[config.mk]
export PLATFORM = sky130hd
export DESIGN_NAME = bin_to_7seg
export DESIGN_NICKNAME = d
export VERILOG_FILES = /design/src/rtl/bin_to_7seg.sv
export SDC_FILE = /design/constraint.sdc
export NUM_CORES = 1
export LEC_CHECK = 0
export BUFFER_PORTS_ARGS = -buffer_cell sky130_fd_sc_hd__buf_2
export CORE_AREA = 8 8 45 47
export DETAILED_ROUTE_END_ITERATION = 10
export DIE_AREA = 0 0 53 55
export MAX_ROUTING_LAYER = met4
export PLACE_DENSITY = 0.69
export SLEW_MARGIN = 20
export SYNTH_ARGS = -nofsm -noshare
export SYNTH_HDL_FRONTEND = slang
export SYNTH_SLANG_ARGS = --single-unit
[constraint.sdc]
create_clock -name clk -period 0.9 [get_ports clk]
set_input_delay 0.09 -clock clk [delete_from_list [all_inputs] [get_ports clk]]
set_output_delay 0.09 -clock clk [all_outputs]
set_load 0.005 [all_outputs]
[src/rtl/bin_to_7seg.sv]
// bin_to_7seg: registered 4-bit digit code to 7-segment pattern decoder.
// One instance per digit position of the display scanner. The output pattern
// {a,b,c,d,e,f,g,dp} is registered and appears one clk after a load (en=1).
// Codes 0-9 are digits, 10 is blank, 11 is a dash, 12-15 are invalid
// (all segments off, dp off, code_err set).
// Priority: reset > lamp_test > blank > code decode.
// Optional build macro: BIN_TO_7SEG_SEG_ACTIVE_LOW_EN -- when defined, seg is
// the bitwise inverse of the active-high pattern (common-anode boards);
// code_err is not affected.

module bin_to_7seg (
   input  logic       clk,
   input  logic       reset,
   input  logic       en,
   input  logic [3:0] bin,
   input  logic       dp_in,
   input  logic       blank,
   input  logic       lamp_test,
   output logic [7:0] seg,
   output logic       code_err
);

`ifdef BIN_TO_7SEG_SEG_ACTIVE_LOW_EN
   // Common-anode board: every segment bit is inverted on the way out.
   localparam logic [7:0] POL_MASK = 8'hFF;
`else
   // Common-cathode board: segment bits are used as decoded.
   localparam logic [7:0] POL_MASK = 8'h00;
`endif

   // Physical patterns for the override cases, already in board polarity.
   localparam logic [7:0] SEG_ALL_OFF = 8'h00 ^ POL_MASK;
   localparam logic [7:0] SEG_ALL_ON  = 8'hFF ^ POL_MASK;

   // Active-high {a,b,c,d,e,f,g} pattern for a digit code; dp is added later.
   function automatic logic [6:0] decode_segments(input logic [3:0] code);
      logic [6:0] pattern;
      case (code)
         4'd0:    pattern = 7'b111_1110;  // 0xFC without dp
         4'd1:    pattern = 7'b011_0000;  // 0x60
         4'd2:    pattern = 7'b110_1101;  // 0xDA
         4'd3:    pattern = 7'b111_1001;  // 0xF2
         4'd4:    pattern = 7'b011_0011;  // 0x66
         4'd5:    pattern = 7'b101_1011;  // 0xB6
         4'd6:    pattern = 7'b101_1111;  // 0xBE
         4'd7:    pattern = 7'b111_0000;  // 0xE0
         4'd8:    pattern = 7'b111_1111;  // 0xFE
         4'd9:    pattern = 7'b111_1011;  // 0xF6
         4'd10:   pattern = 7'b000_0000;  // blank code
         4'd11:   pattern = 7'b000_0001;  // dash: segment g only
         default: pattern = 7'b000_0000;  // invalid codes 12-15
      endcase
      return pattern;
   endfunction

   logic [7:0] seg_q;
   logic [7:0] seg_d;
   logic       code_err_q;
   logic       code_err_d;
   logic       code_invalid;

   // Codes 12-15 are exactly those with the two top bits set.
   assign code_invalid = bin[3] & bin[2];

   // Next-state selection: hold unless loading, then apply the override priority.
   always_comb begin
      seg_d      = seg_q;
      code_err_d = code_err_q;
      if (en) begin
         if (lamp_test) begin
            seg_d      = SEG_ALL_ON;
            code_err_d = 1'b0;
         end else if (blank) begin
            seg_d      = SEG_ALL_OFF;
            code_err_d = 1'b0;
         end else if (code_invalid) begin
            // dp is suppressed so a bad code never shows a stray point.
            seg_d      = SEG_ALL_OFF;
            code_err_d = 1'b1;
         end else begin
            seg_d      = {decode_segments(bin), dp_in} ^ POL_MASK;
            code_err_d = 1'b0;
         end
      end else begin
         seg_d      = seg_q;
         code_err_d = code_err_q;
      end
   end

   // Output registers; asynchronous reset blanks the digit immediately.
   always_ff @(posedge clk or negedge reset) begin
      if (!reset) begin
         seg_q      <= SEG_ALL_OFF;
         code_err_q <= 1'b0;
      end else begin
         seg_q      <= seg_d;
         code_err_q <= code_err_d;
      end
   end

   assign seg      = seg_q;
   assign code_err = code_err_q;

endmodule

==> summary.md <==
| Metric | Value |
|---|---|
| #FFs+latches synth | 9 |
| Antenna viol nets, final | 0 |
| Hold path start | lamp_test |
| Reg area | 225 um2 |
| GP Congestion | 0.844 |
| Number of port buffers | 18 |
| CP Capture Type | primary output |
| Sequential fraction of the synthesis area | 0.390 |
| Initial Util | 0.417 |
| Row count | 14 |
| DP HPWL | 1190 um |
| TritonCTS Sinks | 9 |
| Multi-input logic area | 308 um2 |
| Clock Tree Buf Depth | 2 |
| Worst hold path class | in2reg |
| Initial antenna violation count | 0 |
| RR Startpoint | seg[1]$_DFFE_PN0P_ |
| # DRC | 0 |
| H-tree depth | 1 |
| Final Skew | 0 ns |
| Clock-pin slew on the worst setup and hold paths | 0.06 ns |
| Die area | 2920 um2 |
| Post-synth top flop | dfrtp_1 |
| Max-cap violations | 0 |
| Type of the worst setup path | reg2out |
| Syn-to-layout area delta | 37.1% |
| Req. time, crit path | 0.81 ns |
| Endpoints failing setup | 0 |
| Worst rel slew slack | 0.809 |
| Root Driver | clkbuf_4 |
| Gr usage total | 0.119 |
| Min cycle time layout | 0.864 ns |
| Share of post-route cells with drive strength above 1 | 0.370 |
| Critical Path Source | seg[1]$_DFFE_PN0P_ |
| Number of global-route vias before repair | 597 |
| Initial drt markers | 8 |
| Hold_ws | 0.125 ns |
| P_leak | 0.375 nW |
| Final Cycle Share | 0.960 |
| DRT Pass-1 Iters | 4 |
| Routed WL | 1460 um |
| Mapped Nets | 79 |
| Outcome | finished clean |
| Final Util | 0.571 |
| Core Box Area | 1380 um2 |
| # nets final | 108 |
| CP startpoint kind | register |
| Worst-Skew Late Latency | 0.26 ns |
| Routed wire per std cell | 13.5 um |
| Post-CTS Repair Setup Buffers | 0 |
| Worst vdd rail ir drop | 0.466 mV |
| Largest net degree at the start of global routing | 12 |
| Critical path, cell by cell | buf_2 |
| Yosys cell types | 25 |
| RSZ-0062 raised after global routing | no |
| Data arrival, critical path | 0.77 ns |
| Power density over the cells | 1320 nW/um2 |
| Ant diodes | 0 |
| Die Height | 55 um |
| Peak Freq | 1160 MHz |
| CTS buffer count | 3 |
| Mapped Cells | 64 |
| Vias per std cell | 5.06 |
| Grt ovf | 0 |
| Critical path peak fanout | 2 |
| Die width | 53 um |
| Crit-path max cell delay | 0.38 ns |
| Post-Syn Area per Cell | 9.01 um2 |
| CTS tree | yes |
| Hold Vio Cnt, Final | 0 |
| Yosys warns | 0 |
| Synth async-reset ratio | 1.00 |
| Mapped cell area | 577 um2 |
| Via count | 546 |
| Crit-path slowest cell | dfrtp_1 |
| Least-Margin Pin Slew | 0.284 ns |
| # IOs | 19 |
| First-pass GRT wire length | 2530 um |
| EDFF count, synth | 0 |
| Cell family with most CP delay | flip-flops |
| Worst path buffer plus inverter count | 1 |
| Fill cells | 132 |
| Pins Over Slew Limit | 0 |
placed cells by master, fill, tap and decap left out:
master / count
a21oi_2: 1
a21oi_1: 6
nor2b_1: 2
clkbuf_1: 1
nand2_2: 1
or2_1: 1
a31oi_1: 1
buf_2: 18
a211oi_1: 1
and2b_1: 1
nor2_1: 9
nand2_1: 1
ha_1: 5
o21ai_1: 1
clkbuf_4: 3
or4b_1: 1
nand2b_1: 4
dfrtp_1: 9
nand3b_1: 1
inv_1: 5
buf_4: 7
o21ai_0: 4
nor4b_1: 1
dlygate4sd3_1: 1
o221a_2: 2
a311oi_1: 2
buf_12: 2
and2_1: 1
metrics by stage:
| stage | setup slack [ns] | setup TNS, ns | total power, W | area (um2) | std cells |
|---|---|---|---|---|---|
| after floorplan | 0.0376 | 0 | 0.000593 | 577 | 64 |
| after global placement | -0.108 | -0.547 | 0.000727 | 754 | 103 |
| after detailed placement | -0.155 | -0.813 | 0.000739 | 754 | 103 |
| after CTS | 0.0285 | 0 | 0.00105 | 791 | 108 |
| after global routing | 0.00406 | 0 | 0.00111 | 791 | 108 |
| final | 0.0357 | 0 | 0.00104 | 791 | 108 |
cell families (layout without fill, tap and decap cells):
logic type	after synthesis	in the layout	share of synthesized area
compound gates	18	18	0.204
fa+ha+maj	5	5	0.108
buf+inv	9	37	0.0759
flops	9	9	0.390
simple gates	23	23	0.221
layout make-up:
| type | count | share of cell area |
|---|---|---|
| repair buffers | 28 | 0.244 |
| clock buffers | 4 | 0.0332 |
| multi-input cells | 46 | 0.389 |
| inverters | 5 | 0.0237 |
| flip-flops and latches | 9 | 0.285 |
| well taps | 16 | 0.0253 |
metal layers:
layer,GRT usage,share of wire,vias up
met3,0.0214,0.049,2
li1,-,-,275
met2,0.205,0.54,13
met1,0.121,0.39,256
met4,0.0776,0.013,0
met5,-,0,-
cells in the mapped netlist (all sizes together) (2+ instances only):
master	instances	area share
a21oi	7	0.067
nand2b	4	0.043
dfrtp	9	0.39
nor2b	2	0.022
ha	5	0.11
buf	3	0.037
inv	5	0.033
o221a	2	0.039
a311oi	2	0.030
nand2	2	0.017
nor2	9	0.059
o21ai	5	0.043
power breakdown:
group	leakage [nW]	switching, W	total (W)	internal, W
clock network	0.0150	0.000138	0.000308	0.000170
registers	0.101	0.0000223	0.000469	0.000447
logic	0.259	0.000126	0.000263	0.000137
total	0.375	0.000286	0.00104	0.000754
what timing repair did:
item / CTS / global route
hold endpoints to repair: 9 / 0
hold buffers: 1 / 0
resized for setup: 0 / 0
registers in the layout, indices dropped and copies added, names as in the netlist:
name      flops
seg           8
code_err      1
worst paths after layout:
check / cells past startpoint / endpoint / slack (ns)
worst max-delay path: 1 / seg[1] / 0.04
worst min-delay path: 3 / code_err$_DFFE_PN0P_ / 0.12
min in group asynchronous: 2 / code_err$_DFFE_PN0P_ / 0.20
max in group asynchronous: 2 / seg[7]$_DFFE_PN0P_ / 0.51
worst min register to register: 2 / seg[3]$_DFFE_PN0P_ / 0.52
worst max register to register: 1 / seg[1]$_DFFE_PN0P_ / 0.15
Power figures use the tool's default switching activity.
